**config.mk**
```make
export PLATFORM = sky130hd
export DESIGN_NAME = bin_loader
export DESIGN_NICKNAME = d
export VERILOG_FILES = /design/src/rtl/bin_loader_pkg.sv /design/src/rtl/bin_checksum.sv /design/src/rtl/bin_loader.sv
export SDC_FILE = /design/constraint.sdc
export NUM_CORES = 1
export LEC_CHECK = 0
export CAP_MARGIN = 20
export CORE_MARGIN = 10
export CORE_UTILIZATION = 57
export DETAILED_ROUTE_END_ITERATION = 16
export GPL_TIMING_DRIVEN = 0
export PLACE_DENSITY = 0.79
export REMOVE_ABC_BUFFERS = 1
export SETUP_SLACK_MARGIN = 0.5
export SLEW_MARGIN = 20
export SYNTH_ARGS = -nofsm -noshare
export SYNTH_HDL_FRONTEND = slang
export SYNTH_SLANG_ARGS = --single-unit
export TNS_END_PERCENT = 50
```
**constraint.sdc**
```tcl
create_clock -name clk -period 4.13 [get_ports clk]
set_input_delay 0.6195 -clock clk [delete_from_list [all_inputs] [get_ports clk]]
set_output_delay 0.6195 -clock clk [all_outputs]
set_load 0.02 [all_outputs]
```
**src/rtl/bin_loader_pkg.sv**
```systemverilog
// Shared definitions for the BIN-format tape loader: FSM states, frame
// constants and a frame classifier used by the parser.
package bin_loader_pkg;

    typedef enum logic [2:0] {
        ST_IDLE,
        ST_LEADER,
        ST_HI,
        ST_LO,
        ST_WRITE,
        ST_DONE
    } state_t;

    typedef enum logic [2:0] {
        FR_LEADER,
        FR_FIELD,
        FR_ORIGIN,
        FR_DATA,
        FR_BAD
    } frame_class_t;

    localparam logic [7:0] FRAME_LEADER = 8'h80;
    localparam logic [7:0] FIELD_MASK   = 8'hC0;
    localparam logic [7:0] ORIGIN_MASK  = 8'h40;

    // 0x81-0xBF have no meaning in a BIN tape and are reported as malformed
    function automatic frame_class_t classify(input logic [7:0] b);
        if (b == FRAME_LEADER)
            return FR_LEADER;
        else if ((b & FIELD_MASK) == FIELD_MASK)
            return FR_FIELD;
        else if (b[7])
            return FR_BAD;
        else if ((b & ORIGIN_MASK) != 8'h00)
            return FR_ORIGIN;
        else
            return FR_DATA;
    endfunction

endpackage

```
**src/rtl/bin_checksum.sv**
```systemverilog
// 12-bit running tape checksum with a compare that excludes the last word's
// own two frames (the last word on a BIN tape is the checksum itself).
module bin_checksum (
    input  logic        clk,
    input  logic        reset,
    input  logic        clear,
    input  logic        add,
    input  logic [7:0]  value,
    input  logic [11:0] word,
    output logic        mismatch
);

    logic [11:0] sum;

    // accumulate accepted frame values modulo 4096
    always_ff @(posedge clk or posedge reset) begin
        if (reset)
            sum <= '0;
        else if (clear)
            sum <= '0;
        else if (add)
            sum <= sum + {4'b0000, value};
    end

    // word is only ever a data word, so its frames are {00,word[11:6]} and {00,word[5:0]}
    always_comb begin
        mismatch = ((sum - {6'b000000, word[11:6]} - {6'b000000, word[5:0]}) != word);
    end

endmodule

```
**src/rtl/bin_loader.sv**
```systemverilog
// PDP-8 BIN tape loader: parses host frames into 12-bit words and writes them
// into program RAM port B, holding each data word back one word so the final
// (checksum) word is never written.
module bin_loader
    import bin_loader_pkg::*;
#(
    parameter int AMSB = 9,
    parameter int DMSB = 11
) (
    input  logic            clk,
    input  logic            reset,
    input  logic            start,
    input  logic [7:0]      in_data,
    input  logic            in_valid,
    output logic            in_ready,
    output logic            mem_we,
    output logic [AMSB:0]   mem_addr,
    output logic [DMSB:0]   mem_din,
    output logic            busy,
    output logic            done,
    output logic            cksum_err,
    output logic            fmt_err
);

    state_t         state;
    frame_class_t   cls;
    logic [AMSB:0]  addr;
    logic [5:0]     hi_bits;
    logic           hi_origin;
    logic [DMSB:0]  pending;
    logic           pending_valid;
    logic [DMSB:0]  word;
    logic           fire;
    logic           sum_add;
    logic           sum_clear;
    logic           mismatch;

    assign in_ready = (state == ST_LEADER) || (state == ST_HI) || (state == ST_LO);

    // frame decode and checksum control for the current handshake
    always_comb begin
        cls       = classify(in_data);
        fire      = in_valid && in_ready;
        word      = {hi_bits, in_data[5:0]};
        sum_clear = start && ((state == ST_IDLE) || (state == ST_DONE));
        sum_add   = 1'b0;
        if (fire) begin
            if ((state == ST_LEADER) || (state == ST_HI))
                sum_add = (cls == FR_ORIGIN) || (cls == FR_DATA);
            else if (state == ST_LO)
                sum_add = (cls == FR_DATA);
        end
    end

    bin_checksum u_checksum (
        .clk      (clk),
        .reset    (reset),
        .clear    (sum_clear),
        .add      (sum_add),
        .value    (in_data),
        .word     (pending),
        .mismatch (mismatch)
    );

    // load sequencer with registered status and RAM write outputs
    always_ff @(posedge clk or posedge reset) begin
        if (reset) begin
            state         <= ST_IDLE;
            addr          <= '0;
            hi_bits       <= '0;
            hi_origin     <= 1'b0;
            pending       <= '0;
            pending_valid <= 1'b0;
            mem_we        <= 1'b0;
            mem_addr      <= '0;
            mem_din       <= '0;
            busy          <= 1'b0;
            done          <= 1'b0;
            cksum_err     <= 1'b0;
            fmt_err       <= 1'b0;
        end else begin
            mem_we <= 1'b0;
            case (state)
                ST_IDLE, ST_DONE: begin
                    if (start) begin
                        state         <= ST_LEADER;
                        busy          <= 1'b1;
                        done          <= 1'b0;
                        cksum_err     <= 1'b0;
                        fmt_err       <= 1'b0;
                        pending_valid <= 1'b0;
                    end
                end
                // LEADER and HI share high-frame handling; only HI treats 0x80 as trailer
                ST_LEADER, ST_HI: begin
                    if (fire) begin
                        case (cls)
                            FR_LEADER: begin
                                if (state == ST_HI) begin
                                    cksum_err     <= !pending_valid || mismatch;
                                    pending_valid <= 1'b0;
                                    done          <= 1'b1;
                                    busy          <= 1'b0;
                                    state         <= ST_DONE;
                                end
                            end
                            FR_FIELD: state <= ST_HI;
                            FR_ORIGIN, FR_DATA: begin
                                hi_bits   <= in_data[5:0];
                                hi_origin <= (cls == FR_ORIGIN);
                                state     <= ST_LO;
                            end
                            default: begin
                                fmt_err       <= 1'b1;
                                pending_valid <= 1'b0;
                                done          <= 1'b1;
                                busy          <= 1'b0;
                                state         <= ST_DONE;
                            end
                        endcase
                    end
                end
                ST_LO: begin
                    if (fire) begin
                        if (cls != FR_DATA) begin
                            fmt_err       <= 1'b1;
                            pending_valid <= 1'b0;
                            done          <= 1'b1;
                            busy          <= 1'b0;
                            state         <= ST_DONE;
                        end else begin
                            // commit the previous word, then either re-origin or hold the new one
                            if (pending_valid) begin
                                mem_we   <= 1'b1;
                                mem_addr <= addr;
                                mem_din  <= pending;
                            end
                            if (hi_origin) begin
                                addr          <= word[AMSB:0];
                                pending_valid <= 1'b0;
                            end else begin
                                if (pending_valid)
                                    addr <= addr + 1'b1;
                                pending       <= word;
                                pending_valid <= 1'b1;
                            end
                            state <= ST_WRITE;
                        end
                    end
                end
                ST_WRITE: state <= ST_HI;
                default:  state <= ST_IDLE;
            endcase
        end
    end

endmodule

```
==> results of run 1 <==
synth_stat cells, types with 3 or more instances:
master	instances	area, um^2
or2_2	4	25.0
nor3_1	10	50.1
o21ai_1	23	115
nand4_1	3	18.8
xnor2_1	11	96.3
o21a_1	4	30.0
buf_2	7	35.0
dfrtp_1	72	1800
inv_1	27	101
clkbuf_1	8	30.0
nor2_1	27	101
o211ai_1	5	37.5
a21oi_1	18	90.1
a22o_1	3	26.3
o32ai_1	3	26.3
o21ai_0	33	165
mux2_2	9	101
mux2_4	9	135
nor2b_1	6	37.5
a31oi_1	3	18.8
nand3_1	7	35.0
xor2_1	6	52.6
nand2b_1	4	25.0
or3_1	3	18.8
mux2i_1	5	50.1
fa_1	7	140
and3_1	4	25.0
nand2_1	38	143
a211oi_1	4	30.0
nor3b_1	3	22.5
ha_1	18	225
a21o_1	6	45.0
o21bai_1	3	22.5
state kept, by name, summed over array words and instances (netlist names):
signal	cells
busy	1
mem_we	1
done	1
hi_bits	6
u_checksum.sum	12
pending_valid	1
addr	10
pending	12
fmt_err	1
mem_din	12
mem_addr	10
hi_origin	1
state	3
cksum_err	1
worst min-delay path: stages (launching register included):
cell and delay (ns):
dfrtp_1 0.34, nand2_1 0.04, o21ai_0 0.06
worst min path at each step:
stage | from | endpoint | slack, ns | cells after the start
6_report | mem_din[4] | mem_din[4] | 0.48 | 2
2_1_floorplan | hi_bits[5] | pending[11] | 0.44 | 2
3_3_place_gp | mem_din[2] | mem_din[2] | 0.46 | 2
3_5_place_dp | busy | busy | 0.47 | 1
4_1_cts | mem_din[2] | mem_din[2] | 0.49 | 2
5_1_grt | mem_din[4] | mem_din[4] | 0.51 | 2
cell families (layout without fill, tap and decap cells):
group	after synthesis	in the layout	synth area share, %
simple gates	128	128	15.8
xor+xnor	17	17	3.41
flops	72	72	41.3
fa+ha+maj	26	26	8.60
mux	25	25	7.08
buf+inv	45	85	4.50
compound gates	130	130	19.3
cell type report:
cell class,count,area [um^2]
multi-input combinational,326,2370
fill,568,2330
sequential,72,1800
timing repair buffer,42,433
clock buffer,11,151
tap,99,124
inverter,27,104
clock inverter,5,55.1
routing by layer:
| layer | share of wire [%] | routed length (um) | vias up |
|---|---|---|---|
| met5 | 0 | 0 | - |
| met4 | 1.4 | 134 | 0 |
| met3 | 5.5 | 541 | 15 |
| met2 | 48 | 4790 | 94 |
| met1 | 45 | 4440 | 1650 |
| li1 | - | - | 1649 |
where the power goes:
part,leakage [nW],internal (mW),switching [mW]
Clock,0.101,0.310,0.270
Sequential,0.933,0.928,0.288
Combinational,1.22,0.939,1.15
==> flow_summary.ini, run 1 <==
[global_routing]
grt_pass1_vias = 3431
grt_max_degree = 45
antenna_found_initial = 0
grt-busiest-layer = met2
grt-ovfl-total = 0
grt_pass1_wl_mm = 16.7
grt_use_total_pct = 17.8
grt_use_met3_pct = 4.01
grtUsageMet2_pct = 29.0
grt_use_met1_pct = 22.8

[setup_path]
r2r_end = cksum_err
end_kind = flip-flop
path_buf_inv = 2
r2r_start = pending[6]
r2r_cells = 12
slowest_delay_ns = 0.54
endpoint = cksum_err
worstPathArrival_ns = 3.68
startpoint = pending[6]
cp.depth = 12
reg2reg_slack_ns = 0.69
worstPathRequired_ns = 4.37
crit_type = reg -> reg
cp_max_fo = 3
worst_setup_path_start_kind = flip-flop
critPathTopFamily = adder cells
cpMaxStageDelayCell = fa_1
crit_path_cell_trace = inv_1, fa_1, inv_1, ha_1, or2_2, fa_1, xor2_1, a211o_1, nor4_1, and4_1, nand4_1, o31a_1

[detailed_routing]
drc = 0
drtIter0Drc = 145
wl_per_cell_um = 17.0
via_per_inst = 5.86
routed_wl_mm = 9.90
num_vias = 3408
first_pass_iters = 4
postRouteAntennaNets = 0

[clock_tree]
post_cts_buffers = 0
htreeDepth = 3
clockRootBuffer = clkbuf_8
cts.sinks = 72
numCtsBuffers = 9
cts.path.max_buffers = 2
clkLatencyLatePin_ns = 0.35
cts_tree = done
cts_resized = 0
cts_hold_buf = 0
path_clk_slew_ns = 0.08

[placement]
gp_congestion = 0.895
dpl.cell_count = 566
placed_area_um2 = 4830
dp_hpwl_mm = 7.09
pre_cts_ws_ns = 0.732
numPortBuffers = 39

[cells_and_area]
area_growth_pct = 15.4
drive_gt1_share_pct = 12.0
fin_area_um2 = 5040
final_common_cell = dfrtp_1
nNetsFinal = 515
finalNonFillerCells = 582
finish.utilization_pct = 68.4
layout_common_cells = dfrtp_1 (72), clkdlybuf4s50_1 (39), nand2_1 (38), o21ai_0 (33), nor2_1 (27)
insertedDiodeCount = 0

[yosys]
syn_inst = 443
synth_flop_cell = dfrtp_1
synth_cell_types = 71
syn_area_per_cell_um2 = 9.86
ys_warn_count = 0
synth_area_um2 = 4370
synth_seq_area_share_pct = 41.3
async_flop_share_pct = 100
ys_seq_elements = 72
synth_edf_count = 0

[timing]
relSlewSlack_pct = 35.3
final.min_clock_period_ns = 3.44
setup_viol = 0
skew_ns = 0.00963
hold_viol_final = 0
setup_tns_ns = 0
setup_ws_ns = 0.690
maxSlewViolCount = 0
post-route-period-util_pct = 83.3
worstMarginPinSlew_ns = 0.968
fmax_ghz = 0.291
hold_slack_ns = 0.478
rsz0062_at_grt = false

[power]
power_density_nw_per_um2 = 772
ir_drop_v = 0.000382
cellLeakagePower_nw = 2.26
power_mw = 3.89

[min_path]
hp-class = reg -> reg

[floorplanning]
rows = 31
pin_count = 40
fp.dieArea_um2 = 11600
die_w_um = 108
die_y_um = 108
start_util_pct = 59.3
core-area_um2 = 7370

[flow_run]
drv_cap = 0

[run_status]
status = finished clean
(Power assumes the default switching activity.)
==> inputs of run 2 (changes only) <==
clock period = 3.6 ns   (was 4.13 ns; I/O delays follow)
==> run 2 against run 1 <==
Effect of this change: count of clock-buffer cells in the layout unchanged; sequential share of layout area decreased by 0.46 points; register-to-register slack got worse by 0.22 ns; first-iteration DRC count rose by 39%; worst setup slack lost 0.22 ns; via count increased by 0.85%; critical path depth stayed put; sequential cell count stayed put; cell count rose by 0.86%; routed wire length is 1.3% higher; design area up 1.3%; clock skew about the same.
==> flow_summary.ini, run 2 (same netlist as run 1, synthesis figures left out) <==
[placement]
gp_congestion = 0.895
numPortBuffers = 39
dp_hpwl_mm = 7.09

[power]
combPwrFrac_pct = 55.4
p_sw_share_pct = 44.3
clkPwrFrac_pct = 14.5
p_int_mw = 2.57
p_sw_mw = 2.05
power_density_nw_per_um2 = 906
cellLeakagePower_nw = 2.28
seqPwrFrac_pct = 30.1
ir_drop_v = 0.000439

[clock_tree]
clockRootBuffer = clkbuf_8
clkLatencyLatePin_ns = 0.36
cts_tree = done
cts.sinks = 72
htreeDepth = 3
path_clk_slew_ns = 0.08
cts.path.max_buffers = 2
numCtsBuffers = 9

[run_status]
status = finished clean

[global_routing]
grt-ovfl-total = 0
grt_pass1_vias = 3436
grtUsageMet2_pct = 29.2
grt_use_met1_pct = 23.0
antenna_found_initial = 0
grt_max_degree = 45
grt_pass1_wl_mm = 16.8
grt_use_total_pct = 17.8
grt_use_met3_pct = 3.83
grt-busiest-layer = met2

[setup_path]
r2r_end = cksum_err
cp_max_fo = 3
worstPathRequired_ns = 3.85
slowest_delay_ns = 0.56
startpoint = pending[0]
worstPathArrival_ns = 3.38
endpoint = cksum_err
worst_setup_path_start_kind = flip-flop
crit_type = reg -> reg
r2r_start = pending[0]
reg2reg_slack_ns = 0.47
cpMaxStageDelayCell = fa_1
critPathTopFamily = adder cells
path_buf_inv = 2
crit_path_cell_trace = inv_2, fa_1, inv_1, ha_2, or2_4, fa_2, xor2_1, a211o_1, nor4_2, and4_1, nand4_1, o31a_1
end_kind = flip-flop
r2r_cells = 12
cp.depth = 12

[timing]
relSlewSlack_pct = 38.7
fmax_ghz = 0.319
hold_viol_final = 0
skew_ns = 0.00960
rsz0062_at_grt = true
worstMarginPinSlew_ns = 0.916
maxSlewViolCount = 0
post-route-period-util_pct = 87.0
setup_viol = 0
hold_slack_ns = 0.478
setup_tns_ns = 0
final.min_clock_period_ns = 3.13

[cells_and_area]
nNetsFinal = 520
drive_gt1_share_pct = 14.5
insertedDiodeCount = 0
top_regs = mem_din: 12 flops, pending: 12 flops, u_checksum.sum: 12 flops
layout_common_cells = dfrtp_1 (72), clkdlybuf4s50_1 (39), nand2_1 (38), o21ai_0 (33), nor2_1 (27)
area_growth_pct = 16.9
fillerInstances = 558
final_common_cell = dfrtp_1

[flow_run]
drv_cap = 0

[detailed_routing]
routed_wl_mm = 10.0
via_per_inst = 5.86
postRouteAntennaNets = 0
wl_per_cell_um = 17.1
drc = 0
num_vias = 3437
drtIter0Drc = 202
first_pass_iters = 4

[floorplanning]
die_w_um = 108
rows = 31
start_util_pct = 59.3
fp.dieArea_um2 = 11600
core-area_um2 = 7370
pin_count = 40
die_y_um = 108

[min_path]
hp-class = reg -> reg
## run 2: timing repair
action,4_1_cts,5_1_grt
resized for setup,5,4
endpoints found under the setup margin,1,1
buffers inserted,3,2
endpoints found under the hold margin,0,0
pin swaps,7,9
hold buffers,0,0
## run 2: cell type report
class,instances,area [um^2],share of cell area [%]
clock inverter,5,55.1,1.08
tap,99,124,2.43
sequential,72,1800,35.3
clock buffer,11,151,2.97
inverter,27,104,2.03
multi-input combinational,326,2400,47.0
timing repair buffer,47,470,9.22
## run 2: worst register-to-register path, cell delays in order, from the launching register on
cell and delay [ns]:
dfrtp_1 0.36, inv_2 0.06, fa_1 0.56, inv_1 0.05, ha_2 0.16, or2_4 0.23
fa_2 0.53, xor2_1 0.08, a211o_1 0.25, nor4_2 0.13, and4_1 0.22, nand4_1 0.12
o31a_1 0.27
## run 2: how the worst min path moves through the flow
stage	start	slack (ns)	to	cells past startpoint
CTS	mem_din[2]	0.49	mem_din[2]	2
global route	mem_din[4]	0.51	mem_din[4]	2
global placement	mem_din[2]	0.46	mem_din[2]	2
finish	mem_din[4]	0.48	mem_din[4]	2
detailed placement	busy	0.47	busy	1
floorplan	hi_bits[5]	0.44	pending[11]	2
## run 2: power groups by stage
| stage | logic, mW | registers (mW) | clock network, mW |
|---|---|---|---|
| global route | 2.83 | 1.44 | 0.710 |
| floorplan | 1.77 | 1.39 | 0 |
| detailed placement | 2.36 | 1.40 | 0 |
| CTS | 2.43 | 1.39 | 0.675 |
| finish | 2.56 | 1.39 | 0.672 |
| global placement | 2.26 | 1.39 | 0 |
## run 2: routing by layer
metal | part of all wire (%) | vias to the layer above | wire, um
li1 | - | 1672 | -
met1 | 44 | 1654 | 4380
met2 | 48 | 96 | 4830
met3 | 6.6 | 15 | 663
met4 | 1.5 | 0 | 154
met5 | 0 | - | 0
## run 2: stage by stage
| step | instances | power, mW | setup WS (ns) | cell area [um^2] | utilization (%) |
|---|---|---|---|---|---|
| 6_report | 587 | 4.62 | 0.467 | 5100 | 69.3 |
| 3_5_place_dp | 566 | 3.76 | 0.202 | 4830 | 65.6 |
| 5_1_grt | 587 | 4.98 | 0.396 | 5100 | 69.3 |
| 3_3_place_gp | 563 | 3.65 | 0.0607 | 4790 | 64.9 |
| 4_1_cts | 585 | 4.50 | 0.395 | 5070 | 68.8 |
| 2_1_floorplan | 425 | 3.15 | 0.458 | 4270 | - |
